**config.mk**
```make
export PLATFORM = sky130hd
export DESIGN_NAME = mem_port_arbiter
export DESIGN_NICKNAME = d
export VERILOG_FILES = /design/src/rtl/mem_arb_pkg.sv /design/src/rtl/mem_arb_select.sv /design/src/rtl/mem_port_arbiter.sv
export SDC_FILE = /design/constraint.sdc
export NUM_CORES = 1
export LEC_CHECK = 0
export BUFFER_PORTS_ARGS = -buffer_cell sky130_fd_sc_hd__buf_2
export CAP_MARGIN = 20
export CORE_UTILIZATION = 43
export DETAILED_ROUTE_END_ITERATION = 7
export GPL_TIMING_DRIVEN = 0
export PLACE_DENSITY = 0.74
export SLEW_MARGIN = 20
export SYNTH_ARGS = -nofsm -noshare
export SYNTH_HDL_FRONTEND = slang
export SYNTH_SLANG_ARGS = --single-unit
export TNS_END_PERCENT = 5
```
**constraint.sdc**
```tcl
create_clock -name clk_i -period 2 [get_ports clk_i]
set_clock_uncertainty 0.1 [all_clocks]
set_input_delay 0.2 -clock clk_i [delete_from_list [all_inputs] [get_ports clk_i]]
set_output_delay 0.2 -clock clk_i [all_outputs]
set_load 0.005 [all_outputs]
```
**src/rtl/mem_arb_pkg.sv**
```systemverilog
// Shared types and defaults for the memory-port arbiter.
// Optional feature macro used by this slice: RR_FAIRNESS_EN (round-robin owner choice).
package mem_arb_pkg;

  localparam int DEF_WIDTH          = 32;
  localparam int DEF_TIMEOUT_CYCLES = 64;

  // Which requester owns the current memory transaction.
  typedef enum logic {
    OWNER_I = 1'b0,
    OWNER_D = 1'b1
  } owner_e;

  // Transaction FSM states, encoding fixed for legacy compatibility.
  typedef enum logic [1:0] {
    IDLE = 2'd0,
    REQ  = 2'd1,
    WAIT = 2'd2,
    RESP = 2'd3
  } state_e;

  // Width of the timeout counter; a disabled timeout (0) still gets one bit
  // so the counter never collapses to a zero-width vector.
  function automatic int cnt_width(input int timeout_cycles);
    if (timeout_cycles > 0) begin
      return $clog2(timeout_cycles + 1);
    end else begin
      return 1;
    end
  endfunction

endpackage

```
**src/rtl/mem_arb_select.sv**
```systemverilog
// Combinational owner choice between fetch and data requests.
// RR_FAIRNESS_EN defined: on a conflict the requester not served last wins.
// RR_FAIRNESS_EN undefined: data always wins over fetch.
module mem_arb_select
  import mem_arb_pkg::*;
(
  input  logic   i_req_i,
  input  logic   d_req_i,
  input  owner_e last_owner_i,
  output logic   any_req_o,
  output owner_e owner_o
);

`ifdef RR_FAIRNESS_EN
  // Two-way round robin: a conflict goes to whoever was not served last.
  always_comb begin
    any_req_o = i_req_i | d_req_i;
    owner_o   = OWNER_I;
    if (i_req_i && d_req_i) begin
      if (last_owner_i == OWNER_D) begin
        owner_o = OWNER_I;
      end else begin
        owner_o = OWNER_D;
      end
    end else if (d_req_i) begin
      owner_o = OWNER_D;
    end else begin
      owner_o = OWNER_I;
    end
  end
`else
  // The last owner only matters for round robin; fixed priority ignores it.
  logic unused_last_owner_s;
  assign unused_last_owner_s = (last_owner_i == OWNER_D);

  // Fixed priority: data beats fetch whenever it is requesting.
  always_comb begin
    any_req_o = i_req_i | d_req_i;
    owner_o   = OWNER_I;
    if (d_req_i) begin
      owner_o = OWNER_D;
    end else begin
      owner_o = OWNER_I;
    end
  end
`endif

endmodule

```
**src/rtl/mem_port_arbiter.sv**
```systemverilog
// Shares one backing-memory port between instruction fetch and the data path,
// one outstanding transaction at a time, with a stall timeout that answers
// the owning requester with an error response.
// Optional feature macro: RR_FAIRNESS_EN (see mem_arb_select).
module mem_port_arbiter
  import mem_arb_pkg::*;
#(
  parameter int WIDTH          = DEF_WIDTH,
  parameter int TIMEOUT_CYCLES = DEF_TIMEOUT_CYCLES
) (
  input  logic             clk_i,
  input  logic             rst_ni,
  // fetch side
  input  logic             i_req_i,
  input  logic [WIDTH-1:0] i_addr_i,
  output logic             i_gnt_o,
  output logic             i_rvalid_o,
  output logic [WIDTH-1:0] i_rdata_o,
  output logic             i_err_o,
  // data side
  input  logic             d_req_i,
  input  logic             d_we_i,
  input  logic             d_byte_op_i,
  input  logic [WIDTH-1:0] d_addr_i,
  input  logic [WIDTH-1:0] d_wdata_i,
  output logic             d_gnt_o,
  output logic             d_rvalid_o,
  output logic [WIDTH-1:0] d_rdata_o,
  output logic             d_err_o,
  // memory side
  output logic             mem_req_o,
  output logic             mem_we_o,
  output logic             mem_byte_op_o,
  output logic [WIDTH-1:0] mem_addr_o,
  output logic [WIDTH-1:0] mem_wdata_o,
  input  logic             mem_gnt_i,
  input  logic             mem_rvalid_i,
  input  logic [WIDTH-1:0] mem_rdata_i,
  output logic             busy_o
);

  localparam int                CNT_W    = cnt_width(TIMEOUT_CYCLES);
  localparam logic [CNT_W-1:0]  CNT_LAST = CNT_W'(TIMEOUT_CYCLES - 1);
  localparam logic [CNT_W-1:0]  CNT_MAX  = {CNT_W{1'b1}};

  state_e           state_q, state_d;
  owner_e           owner_q, owner_d;
  logic [CNT_W-1:0] cnt_q, cnt_d, cnt_inc_s;
  logic [WIDTH-1:0] addr_q, addr_d, wdata_q, wdata_d;
  logic             we_q, we_d, byte_op_q, byte_op_d;
  logic             mem_req_q, busy_q;
  logic             i_rvalid_q, i_err_q, d_rvalid_q, d_err_q;
  logic [WIDTH-1:0] i_rdata_q, d_rdata_q;

  logic             any_req_s, grant_s, timeout_s;
  logic             resp_fire_s, resp_err_s;
  logic [WIDTH-1:0] resp_data_s;
  owner_e           sel_owner_s, last_owner_s;

  // owner_q holds the most recent grant until the next one, so it doubles as
  // the round-robin history; without fairness the selector sees a constant.
`ifdef RR_FAIRNESS_EN
  assign last_owner_s = owner_q;
`else
  assign last_owner_s = OWNER_I;
`endif

  mem_arb_select u_select (
    .i_req_i      (i_req_i),
    .d_req_i      (d_req_i),
    .last_owner_i (last_owner_s),
    .any_req_o    (any_req_s),
    .owner_o      (sel_owner_s)
  );

  assign cnt_inc_s = (cnt_q == CNT_MAX) ? cnt_q : (cnt_q + CNT_W'(1));
  assign timeout_s = (TIMEOUT_CYCLES != 0) && (cnt_q == CNT_LAST);

  // Next-state logic: arbitration in IDLE, handshake progress and timeout
  // detection in REQ/WAIT, single-cycle response in RESP.
  always_comb begin
    state_d     = state_q;
    owner_d     = owner_q;
    cnt_d       = cnt_q;
    addr_d      = addr_q;
    wdata_d     = wdata_q;
    we_d        = we_q;
    byte_op_d   = byte_op_q;
    grant_s     = 1'b0;
    resp_fire_s = 1'b0;
    resp_err_s  = 1'b0;
    resp_data_s = '0;
    case (state_q)
      IDLE: begin
        if (any_req_s) begin
          grant_s = 1'b1;
          owner_d = sel_owner_s;
          state_d = REQ;
          cnt_d   = '0;
          if (sel_owner_s == OWNER_D) begin
            addr_d    = d_addr_i;
            wdata_d   = d_wdata_i;
            we_d      = d_we_i;
            byte_op_d = d_byte_op_i;
          end else begin
            addr_d    = i_addr_i;
            wdata_d   = '0;
            we_d      = 1'b0;
            byte_op_d = 1'b0;
          end
        end else begin
          state_d = IDLE;
        end
      end
      REQ: begin
        if (mem_gnt_i) begin
          state_d = WAIT;
          cnt_d   = cnt_inc_s;
        end else if (timeout_s) begin
          state_d     = RESP;
          resp_fire_s = 1'b1;
          resp_err_s  = 1'b1;
        end else begin
          cnt_d = cnt_inc_s;
        end
      end
      WAIT: begin
        if (mem_rvalid_i) begin
          state_d     = RESP;
          resp_fire_s = 1'b1;
          resp_data_s = mem_rdata_i;
        end else if (timeout_s) begin
          state_d     = RESP;
          resp_fire_s = 1'b1;
          resp_err_s  = 1'b1;
        end else begin
          cnt_d = cnt_inc_s;
        end
      end
      RESP: begin
        state_d = IDLE;
      end
      default: begin
        state_d = IDLE;
      end
    endcase
  end

  // FSM, owner, timeout counter and latched memory request fields.
  always_ff @(posedge clk_i or negedge rst_ni) begin
    if (!rst_ni) begin
      state_q   <= IDLE;
      owner_q   <= OWNER_I;
      cnt_q     <= '0;
      addr_q    <= '0;
      wdata_q   <= '0;
      we_q      <= 1'b0;
      byte_op_q <= 1'b0;
      mem_req_q <= 1'b0;
      busy_q    <= 1'b0;
    end else begin
      state_q   <= state_d;
      owner_q   <= owner_d;
      cnt_q     <= cnt_d;
      addr_q    <= addr_d;
      wdata_q   <= wdata_d;
      we_q      <= we_d;
      byte_op_q <= byte_op_d;
      mem_req_q <= (state_d == REQ);
      busy_q    <= (state_d != IDLE);
    end
  end

  // Response registers: a one-cycle rvalid pulse on the owner's side in RESP,
  // with data/err captured as the FSM leaves REQ/WAIT.
  always_ff @(posedge clk_i or negedge rst_ni) begin
    if (!rst_ni) begin
      i_rvalid_q <= 1'b0;
      i_err_q    <= 1'b0;
      i_rdata_q  <= '0;
      d_rvalid_q <= 1'b0;
      d_err_q    <= 1'b0;
      d_rdata_q  <= '0;
    end else begin
      i_rvalid_q <= resp_fire_s && (owner_q == OWNER_I);
      i_err_q    <= resp_fire_s && (owner_q == OWNER_I) && resp_err_s;
      d_rvalid_q <= resp_fire_s && (owner_q == OWNER_D);
      d_err_q    <= resp_fire_s && (owner_q == OWNER_D) && resp_err_s;
      if (resp_fire_s && (owner_q == OWNER_I)) begin
        i_rdata_q <= resp_data_s;
      end else begin
        i_rdata_q <= i_rdata_q;
      end
      if (resp_fire_s && (owner_q == OWNER_D)) begin
        d_rdata_q <= resp_data_s;
      end else begin
        d_rdata_q <= d_rdata_q;
      end
    end
  end

  // Grants are combinational so a requester sees acceptance in its request cycle.
  assign i_gnt_o       = grant_s && (sel_owner_s == OWNER_I);
  assign d_gnt_o       = grant_s && (sel_owner_s == OWNER_D);
  assign i_rvalid_o    = i_rvalid_q;
  assign i_err_o       = i_err_q;
  assign i_rdata_o     = i_rdata_q;
  assign d_rvalid_o    = d_rvalid_q;
  assign d_err_o       = d_err_q;
  assign d_rdata_o     = d_rdata_q;
  assign mem_req_o     = mem_req_q;
  assign mem_we_o      = we_q;
  assign mem_byte_op_o = byte_op_q;
  assign mem_addr_o    = addr_q;
  assign mem_wdata_o   = wdata_q;
  assign busy_o        = busy_q;

endmodule

```
== Yosys cells after proc, flatten, opt, wreduce, memory -nomap -nowiden ==
Cells that the tools add are included.

* Flip-flop bits (word level): 146
* Bits in latches: 0
* RAM bits: 0
* Bits in read-only memories: 0
* Word-level logic and storage cells: 64
* Memories kept: 0

* Add/sub/neg operators: 1
* Multipliers: 0
* Div/mod/pow operators: 0
* Magnitude comparators: 0
* Eq/ne operators: 8
* Shift-type cells: 0
* Mux-type cells: 26
* Bitwise operators: 3
* Reductions and logical operators: 11

{| class="wikitable"
|+ Operators by type and width
! operator !! count
|-
| two-way mux 32 bit || 4
|-
| two-way mux 7 bit || 5
|-
| case mux 7 bit (3 select lines) || 1
|-
| two-way mux 1 bit || 10
|-
| case mux 2 bit (4 select lines) || 1
|-
| adder 7 x 1 -> 7 bit, second input constant || 1
|-
| equality test 7 x 6 -> 1 bit, second input constant || 1
|-
| equality test 7 bit, second input constant || 1
|-
| logical AND 1 bit || 6
|-
| two-way mux 2 bit || 3
|-
| equality test 2 x 1 -> 1 bit, second input constant || 2
|-
| equality test 2 bit, second input constant || 2
|-
| inequality test 2 bit, second input constant || 2
|-
| case mux 1 bit (2 select lines) || 2
|-
| AND reduction 3 bit || 1
|-
| nonzero test 3 bit || 1
|-
| logical NOT 2 bit || 1
|-
| NOT 1 bit || 2
|-
| AND reduction 2 bit || 1
|-
| nonzero test 2 bit || 1
|-
| OR 1 bit || 1
|}

== Depth between registers and ports, before layout ==
Gate-level depths: netlist (run 1).

* Depth in word-level cells: 6
* Mapped depth: 7
* Gate-level depth less buffers: 6

== Modules after synthesis ==
A second synthesis (run 1) with hierarchy kept.

* Cells, all modules: 532
* Area total of the unflattened synthesis: 6010.8 µm²

{| class="wikitable"
|+ Modules (own cells, without submodules)
! module !! instances !! cells an instance !! area an instance (µm²) !! sequential area each (µm²)
|-
| mem_port_arbiter || 1 || 530 || 5997.0 || 3653.5
|-
| mem_arb_select || 1 || 2 || 13.8 || 0.0
|}

== Worst setup path before layout (run 1) ==
No wires, ideal clock.

* Path type: flip-flop to flip-flop
* Start: register state_q[0]
* End: register i_rdata_q[10], in the netlist i_rdata_o[10]
* Data arrival time: 1.664 ns
* Setup slack: 0.115 ns
* Cell stages (with the launch flop): 8
* Path buffers: 2
* Period minus slack after synthesis: 1.885 ns
* Path through: dfrtp_1 > inv_1 > ha_1 > nor2b_1 > clkbuf_1 > nand3_2 > buf_6 > a32o_1

* Longest elaborated chain between the ends: 3
* Elaborated cells between the ends (all ways): 5
* Those cells by class: 2 x eq/ne; 2 x mux; 1 x reduce/logical

{| class="wikitable"
|+ RTL lines
! item !! line !! text
|-
| start, declared || mem_port_arbiter.sv:46 || <nowiki>state_e state_q, state_d;</nowiki>
|-
| start signal, assigned || mem_port_arbiter.sv:162 || <nowiki>state_q <= state_d;</nowiki>
|-
| equality test 2 bit / equality test 2 x 1 -> 1 bit (equally long branches) || mem_port_arbiter.sv:93 || <nowiki>case (state_q)</nowiki>
|-
| case mux 1 bit (2 select lines) || mem_port_arbiter.sv:93 ||
|-
| logical AND 1 bit || mem_port_arbiter.sv:189 || <nowiki>if (resp_fire_s && (owner_q == OWNER_I)) begin</nowiki>
|-
| end signal, assigned || mem_port_arbiter.sv:190 || <nowiki>i_rdata_q <= resp_data_s;</nowiki>
|-
| end signal, assigned || mem_port_arbiter.sv:192 || <nowiki>i_rdata_q <= i_rdata_q;</nowiki>
|-
| end, declared || mem_port_arbiter.sv:53 || <nowiki>logic [WIDTH-1:0] i_rdata_q, d_rdata_q;</nowiki>
|}

Several ways; a longest one is shown, not always the timed one.
A chain may end at the register's enable or synchronous reset.

== Worst setup path in the final report (run 1) ==
* Start: register state_q[1]
* End: register i_rdata_q[16], in the netlist i_rdata_o[16]

Same word-level chain as after synthesis.

==> results.cfg, run 1 <==
[routing]
drtIter0Drc = 381
wl_per_cell_um = 17.6
vias = 6256
drc = 0
drt-pass1-iter-count = 6
antenna_left = 0
postRouteWirelength_mm = 20.3
via_per_inst = 5.42

[placed_design]
placedCellCount = 990
portBuffers = 272
gp_congestion = 0.803
place.detailed.hpwl_mm = 12.2

[critical_path]
end_kind = flip-flop
crit_type = flip-flop to flip-flop
worstPathArrival_ps = 2120
rrSetupSlack_ps = 80
crit_fanout = 10
reg2reg_depth = 7
start_kind = flip-flop
cp_data_required_time_ps = 2200

[grt]
grt_antenna_before_repair = 1
grtUsageTotal_pct = 28.0
grt_max_degree = 83
grt_pass1_wl_mm = 31.3
grt_pass1_vias = 6238
grt-ovfl-total = 0

[die]
die_h_um = 121
ios = 274
initial_utilization_pct = 44.1
die-area_um2 = 14700
coreArea_um2 = 13900
row_count = 43
chipWidth_um = 121

[cells_and_area]
areaGrowthSynthToFinish_pct = 60.5
seqCellArea_um2 = 3650
fill_cells = 907
fin_cells = 1154
nNetsFinal = 1103
layout-drive-gt1-share_pct = 36.9
multi_input_area_um2 = 2330

[clocking]
cts-root-buf = clkbuf_16
cts_tree = built
h-tree-depth = 4
clk_pin_slew_ps = 70
cts_sinks = 146
clkLatencyLatePin_ps = 410
clockBufferDepth = 2
cts_made_buffers = 17

[yosys]
synthMuxAreaShare_pct = 5.24
synth_simple_gate_area_share_pct = 12.3
syn_area_per_cell_um2 = 11.4
synthesis.nets = 680
syn_inst = 537
syn-cell-area_um2 = 6120
ys_warn_count = 0
ys_types = 40
synth_compound_area_share_pct = 17.3
synth_top_family_by_area = compound AO/OA/AOI/OAI gates
synthAdderAreaFrac_pct = 1.43
yosysSeqAreaShare_pct = 59.7
synth_xor_area_share_pct = 0
ys_ff_latch = 146

[pwr]
power.density_nw_per_um2 = 1360
clkPwrFrac_pct = 24.9
leakage_nw = 5.12
switchingPower_mw = 4.88
pwr-share-comb_pct = 39.1
peakVddDrop_mv = 0.854
power.share.sequential_pct = 36.0
p_int_mw = 8.46
switching_share_pct = 36.6

[sta]
fin_crit_ps = 1920
finalMaxSlewViolations = 0
max_freq_mhz = 520
slew-limit-headroom_pct = 48.1
tightest_slew_ps = 779
setup_viol = 0
finalHoldViolations = 0
period_share_pct = 96.1
hold_slack_ps = 3.39

[hold_path]
worstHoldPathType = input pin to flip-flop
holdPathStages = 3

[status]
status = complete, no violations

[run]
cap_violations = 0
[sequential cells by signal, summed over array words and instances, names as in the netlist]
| signal | cells |
|---|---|
| cnt_q | 7 |
| owner_q | 1 |
| mem_wdata_o | 32 |
| mem_req_o | 1 |
| d_rvalid_o | 1 |
| i_err_o | 1 |
| d_err_o | 1 |
| state_q | 2 |
| mem_we_o | 1 |
| i_rdata_o | 32 |
| mem_byte_op_o | 1 |
| mem_addr_o | 32 |
| i_rvalid_o | 1 |
| busy_o | 1 |
| d_rdata_o | 32 |
[power by group through the flow]
stage / clock network (mW) / logic (mW) / registers (mW)
2_1_floorplan: 0 / 2.25 / 4.86
3_3_place_gp: 0 / 4.41 / 4.76
3_5_place_dp: 0 / 4.51 / 4.78
4_1_cts: 3.37 / 4.91 / 4.73
5_1_grt: 3.51 / 5.74 / 4.92
6_report: 3.32 / 5.21 / 4.80
[Yosys cell counts (all sizes together)]
master	number	share of area [%]
dfrtp	146	60
nand2	108	6.6
a32o	64	10
o21ai	39	3.2
nand3	37	3.2
mux2i	32	5.2
clkbuf	28	1.7
buf	16	1.8
inv	8	0.49
a21oi	7	0.57
ha	7	1.4
nor2	6	0.37
and2	5	0.51
a31oi	4	0.41
and3	3	0.33
a2111oi	2	0.29
a211o	2	0.29
a211oi	2	0.33
a21o	2	0.25
a41oi	2	0.29
nand4	2	0.20
nor2b	2	0.20
nor3	2	0.16
o211ai	2	0.25
o22ai	2	0.20
a32oi	1	0.14
and4b	1	0.18
nand2b	1	0.10
nand4b	1	0.39
o21a	1	0.12
o21bai	1	0.12
o31ai	1	0.35
[area by class of cell]
type                            instances  share of cell area (%)
Sequential cell                       146                    37.2
Buffer                                 43                    2.57
Clock inverter                         15                    1.99
Multi-Input combinational cell        339                    23.7
Tap cell                              180                    2.29
Inverter                                8                   0.331
Clock buffer                           17                    4.33
Timing Repair Buffer                  405                    27.5
Antenna cell                            1                  0.0255
[placed cells by master (no fill, tap or decap), types with 2 or more instances in the layout]
| master | netlist | routed |
|---|---|---|
| nand2_1 | 108 | 108 |
| nor3_1 | 2 | 2 |
| clkbuf_8 | 0 | 2 |
| a41oi_1 | 2 | 2 |
| a211oi_4 | 0 | 2 |
| mux2i_1 | 32 | 32 |
| clkinvlp_4 | 0 | 3 |
| and3_1 | 2 | 2 |
| bufinv_16 | 0 | 3 |
| dfrtp_1 | 146 | 145 |
| inv_6 | 0 | 4 |
| a21o_1 | 2 | 2 |
| buf_4 | 1 | 9 |
| clkbuf_16 | 0 | 17 |
| clkbuf_1 | 28 | 16 |
| nand4_1 | 2 | 2 |
| and2_1 | 4 | 2 |
| ha_1 | 7 | 4 |
| o211ai_1 | 2 | 2 |
| nand3_4 | 0 | 2 |
| nor2b_1 | 2 | 2 |
| o22ai_1 | 2 | 2 |
| a31oi_1 | 4 | 4 |
| a32o_1 | 64 | 64 |
| buf_1 | 6 | 2 |
| buf_6 | 6 | 6 |
| inv_8 | 0 | 3 |
| and2_2 | 0 | 2 |
| o21ai_0 | 38 | 38 |
| buf_2 | 3 | 279 |
| inv_1 | 8 | 6 |
| clkbuf_2 | 0 | 7 |
| nor2_1 | 6 | 5 |
| dlygate4sd3_1 | 0 | 124 |
| nand3_1 | 35 | 35 |
| ha_4 | 0 | 3 |
| a21oi_1 | 7 | 7 |
[cell families after synthesis]
| kind of cell | count (synthesis) |
|---|---|
| AO/OA/AOI/OAI | 132 |
| adder cells (fa/ha/maj) | 7 |
| buffers and inverters | 52 |
| flip-flops | 146 |
| multiplexers | 32 |
| AND/OR/NAND/NOR | 168 |
[worst paths after layout]
kind	start	endpoint
setup / recovery	state_q[1]	i_rdata_o[16]
hold / removal	d_addr_i[4]	mem_addr_o[4]
setup reg to reg	state_q[1]	i_rdata_o[16]
hold reg to reg	mem_wdata_o[29]	mem_wdata_o[29]
max in group asynchronous	rst_ni	state_q[1]
min in group asynchronous	rst_ni	d_rdata_o[24]
[worst max-delay path, stage by stage (launching register included)]
cell,delay [ps]
dfrtp_2,460
inv_4,100
ha_4,170
nand2b_4,100
o31ai_4,330
nand3_4,160
buf_6,180
a32o_1,210
[metrics by stage]
stage	util, %	setup slack, ps	instance area [µm²]	setup TNS, ps	total power, mW
CTS	69.9	-53.4	9700	-1580	13.0
global placement	55.5	-1500	7700	-229860	9.16
detailed placement	55.8	-333	7740	-16330	9.29
floorplan	-	115	6120	0	7.10
finish	70.7	78.3	9820	0	13.3
global route	70.7	-3.40	9820	-3.40	14.2
[routing by layer]
layer  GRT usage (%)  part of all wire, %  up-vias
met5               0                    0        -
met1            32.7                   38     2991
met2            47.1                   49      375
met4            16.7                  5.0        0
met3            6.34                  8.2       73
li1                -                    -     2817
[what timing repair did]
action                                  in CTS  in global routing
endpoints found under the hold margin      192                  0
endpoints found under the setup margin      97                 76
hold buffers                               124                  0
resized for setup                           29                 19
buffers inserted                             2                  6
pin swaps                                    1                  5
Power figures use the tool's default switching activity.
==> run 2, diff against run 1 <==
- BUFFER_PORTS_ARGS: -buffer_cell sky130_fd_sc_hd__buf_2 -> -buffer_cell sky130_fd_sc_hd__buf_4
==> results.cfg, run 2 (synthesis results as in run 1) <==
[die]
die-area_um2 = 14700
row_count = 43
ios = 274
chipWidth_um = 121
initial_utilization_pct = 44.1
coreArea_um2 = 13900
die_h_um = 121

[cells_and_area]
num_antenna_cells = 0
areaGrowthSynthToFinish_pct = 69.6
fin_cells = 1136
utilization_pct = 74.7
nNetsFinal = 1088
postLayoutCellArea_um2 = 10400
fill_cells = 886
final_cell_mix = buf_4 (276), dfrtp_1 (144), dlygate4sd3_1 (114)
layout_commonest_cell = buf_4
layout-drive-gt1-share_pct = 36.7

[critical_path]
rrSetupSlack_ps = 70
reg2reg_depth = 6
r2r-start = cnt_q[0]
start_kind = flip-flop
worstPathArrival_ps = 2130
crit_fanout = 10
crit_type = flip-flop to flip-flop
startpoint = cnt_q[0]
cp_data_required_time_ps = 2200
timing.rr.end = d_rdata_o[28]
end_kind = flip-flop

[clocking]
clk_pin_slew_ps = 60
cts_made_buffers = 17
cts_sinks = 146
cts_tree = built
clockBufferDepth = 2
cts-root-buf = clkbuf_16
h-tree-depth = 4
clkLatencyLatePin_ps = 420

[placed_design]
place.detailed.hpwl_mm = 13.4
placedCellCount = 990
portBuffers = 272
dpl-instance-area_um2 = 8420
gp_congestion = 0.822

[sta]
period_share_pct = 96.5
finalSetupTns_ps = 0
tightest_slew_ps = 717
rsz0062_at_grt = yes
finalHoldViolations = 0
finalMaxSlewViolations = 0
fin_crit_ps = 1930
max_freq_mhz = 518
slew-limit-headroom_pct = 52.2
setup_viol = 0

[routing]
vias = 6291
drc = 0
postRouteWirelength_mm = 21.1
antenna_left = 0
drt-pass1-iter-count = 5
drtIter0Drc = 389
via_per_inst = 5.54
wl_per_cell_um = 18.5

[pwr]
leakage_nw = 5.23
power.density_nw_per_um2 = 1370
peakVddDrop_mv = 0.629

[grt]
grtUsageTotal_pct = 29.0
grt-ovfl-total = 0
grt_pass1_wl_mm = 32.6
grt_pass1_vias = 6498
grt_antenna_before_repair = 0
grt_max_degree = 91

[hold_path]
holdPathStages = 3
worstHoldPathType = input pin to flip-flop
holdPathEnd = mem_addr_o[17]
min-delay-start = i_addr_i[17]

[run]
cap_violations = 0

[status]
status = complete, no violations
==> run 2: changes by cell type in the layout (fill, tap and decap cells not counted), sizes merged <==
| cell | delta |
|---|---|
| buf | -4 |
| bufinv | +2 |
| clkinv | +2 |
| clkinvlp | -3 |
| diode | -1 |
| dlygate4sd3 | -10 |
| inv | -4 |
==> run 2: final cells by class <==
type | instances | area (µm²) | area share, %
multi-input cells | 339 | 2320 | 22.4
repair buffers | 390 | 3240 | 31.2
clock buffers | 18 | 439 | 4.23
inverters | 8 | 30.0 | 0.290
flip-flops and latches | 146 | 3660 | 35.2
plain buffers | 43 | 254 | 2.45
clock inverters | 12 | 204 | 1.97
well taps | 180 | 225 | 2.17
==> run 2: through the flow <==
step	hold WS, ps	worst slack [ps]	power (mW)
6_report	1.39	70.9	14.2
3_5_place_dp	51.4	-277	10.1
5_1_grt	18.5	-26.2	15.0
3_3_place_gp	336	-192	9.83
4_1_cts	1.08	-1.60	13.9
2_1_floorplan	-196	115	7.10
==> run 2: worst max-delay path by stage <==
stage | to | slack [ps] | depth (start not counted)
CTS | i_gnt_o | -2 | 6
finish | d_rdata_o[28] | 70 | 6
floorplan | i_rdata_o[10] | 110 | 7
global placement | i_rdata_o[10] | -190 | 7
global route | d_rdata_o[30] | -30 | 6
detailed placement | cnt_q[2] | -280 | 6
==> run 2: worst max-delay path, cell delays in order, from the launching register on <==
cell	delay, ps
dfrtp_1	450
ha_4	210
nand4b_4	140
o31ai_4	360
nand3_4	160
buf_6	180
a32o_1	210
==> run 2: report_power, final <==
group / internal, mW / switching (mW) / leakage [nW]
Sequential: 4.13 / 0.766 / 1.89
Clock: 2.24 / 1.23 / 0.317
Combinational: 2.91 / 2.90 / 3.03
==> run 2: repair_timing <==
action / 4_1_cts / 5_1_grt
hold buffers: 114 / 0
buffers inserted: 1 / 2
setup endpoints to repair: 102 / 66
gates resized for setup: 33 / 15
gates cloned: 0 / 0
pin swaps: 1 / 3
hold endpoints to repair: 179 / 0
==> run 2: metal layers <==
| metal | GRT usage, % | share of wire [%] | wire length (µm) | up-vias |
|---|---|---|---|---|
| met5 | 0 | 0 | 0 | - |
| met4 | 15.2 | 4.0 | 837 | 0 |
| met3 | 5.92 | 6.9 | 1440 | 53 |
| met2 | 51.0 | 51 | 10800 | 334 |
| met1 | 33.2 | 38 | 7970 | 3127 |
| li1 | - | - | - | 2777 |
==> run 3, diff against run 2 <==
- RECOVER_POWER: unset -> 25
- SKIP_LAST_GASP: unset -> 1
==> results.cfg, run 3 (synthesis results as in run 1) <==
[status]
status = complete, no violations

[pwr]
clkPwrFrac_pct = 24.7
power.share.sequential_pct = 34.9
switching_share_pct = 34.7
power.density_nw_per_um2 = 1360
power_mw = 14.0
p_int_mw = 9.17
peakVddDrop_mv = 0.625
pwr-share-comb_pct = 40.4
switchingPower_mw = 4.87
leakage_nw = 5.18

[sta]
period_share_pct = 99.0
rsz0062_at_grt = yes
tightest_slew_ps = 721
max_freq_mhz = 505
finalSetupTns_ps = 0
finalHoldViolations = 0
fin_crit_ps = 1980
setup_viol = 0
slew-limit-headroom_pct = 51.9
setup_ws_ps = 19.9
finalMaxSlewViolations = 0

[clocking]
cts_tree = built
clockBufferDepth = 2
h-tree-depth = 4
clk_pin_slew_ps = 60
cts_made_buffers = 17
cts-root-buf = clkbuf_16
cts_sinks = 146
clkLatencyLatePin_ps = 420

[placed_design]
placedCellCount = 990
place.detailed.hpwl_mm = 13.4
dpl-instance-area_um2 = 8420
pre_cts_slack_ps = -277
portBuffers = 272
gp_congestion = 0.822

[routing]
drt-pass1-iter-count = 4
drc = 0
postRouteWirelength_mm = 21.1
vias = 6318
wl_per_cell_um = 18.6
via_per_inst = 5.56
antenna_left = 0
drtIter0Drc = 412

[cells_and_area]
postLayoutCellArea_um2 = 10300
areaGrowthSynthToFinish_pct = 68.6
num_antenna_cells = 0
layout_commonest_cell = buf_4
layout-drive-gt1-share_pct = 35.6
fin_cells = 1136
final_cell_mix = buf_4 (235), dfrtp_1 (144), dlygate4sd3_1 (114)
nNetsFinal = 1088

[critical_path]
crit_type = flip-flop to flip-flop
end_kind = flip-flop
start_kind = flip-flop
crit_slowest_cell = dfrtp_2
crit_buf_inv = 2
worstPathArrival_ps = 2230
reg2reg_depth = 5
r2r-start = state_q[0]
cp_slowest_stage_delay_ps = 430
critPathTopFamily = buffers and inverters
cp_data_required_time_ps = 2250
timing.rr.end = d_rdata_o[7]
crit_chain = inv_2, ha_2, and2_2, clkbuf_1, a32o_1
crit_fanout = 10
rrSetupSlack_ps = 20

[grt]
grtUsageTotal_pct = 29.0
grt_antenna_before_repair = 0
grt_max_degree = 91
grt_pass1_wl_mm = 32.6
grt-ovfl-total = 0
grt_pass1_vias = 6498

[die]
die-area_um2 = 14700
initial_utilization_pct = 44.1
ios = 274
row_count = 43
coreArea_um2 = 13900
chipWidth_um = 121
die_h_um = 121

[hold_path]
worstHoldPathType = input pin to flip-flop
holdPathStages = 3
holdPathEnd = mem_addr_o[17]
min-delay-start = i_addr_i[17]

[run]
cap_violations = 0
## run 3: cell count changes in the layout (fill, tap and decap cells not counted), sizes merged
cell	delta
buf	-41
clkbuf	+41
## run 3: per-layer routing
layer  up-vias  wire, µm  global-route usage (%)  share of wire, %
met5         -         0                       0                 0
met4         0       795                    15.2               3.8
met3        57      1430                    5.92               6.8
met2       349     10800                    51.0                51
met1      3130      8090                    33.2                38
li1       2782         -                       -                 -
## run 3: worst register-to-register path, stage by stage (launching register included)
cell,delay (ps)
dfrtp_2,430
inv_2,80
ha_2,380
and2_2,270
clkbuf_1,410
a32o_1,250
## run 3: metrics by stage
step	hold slack, ps	util (%)
floorplan	-196	-
global placement	336	60.4
detailed placement	51.4	60.6
CTS	1.08	74.2
global route	18.5	74.3
finish	2.82	74.3
## run 3: timing repair
action | CTS | global route
hold buffers | 114 | 0
pin swaps | 1 | 2
gates cloned | 0 | 0
buffers inserted | 1 | 2
gates resized for setup | 33 | 11
setup endpoints to repair | 102 | 66
endpoints found under the hold margin | 179 | 0
## run 3: layout make-up
type                    instances  area [µm²]
plain buffers                  43         254
clock buffers                  18         439
clock inverters                12         204
fillers                       906        3570
inverters                       8        30.0
multi-input cells             339        2300
flip-flops and latches        146        3660
well taps                     180         225
repair buffers                390        3200
## run 3: worst max-delay path by stage
stage                     from             to  slack [ps]  cells past startpoint
finish              state_q[0]   d_rdata_o[7]          20                      5
floorplan           state_q[0]  i_rdata_o[10]         110                      7
global route        state_q[0]        d_gnt_o         -50                      5
CTS                 state_q[1]        i_gnt_o          -2                      6
detailed placement  state_q[1]       cnt_q[2]        -280                      6
global placement    state_q[0]  i_rdata_o[10]        -190                      7
## run 3: power groups by stage
stage / Clock, mW / Combinational, mW / Sequential (mW)
global route: 3.63 / 6.15 / 5.01
floorplan: 0 / 2.25 / 4.86
CTS: 3.52 / 5.57 / 4.85
finish: 3.47 / 5.68 / 4.90
detailed placement: 0 / 5.19 / 4.87
global placement: 0 / 5.02 / 4.81
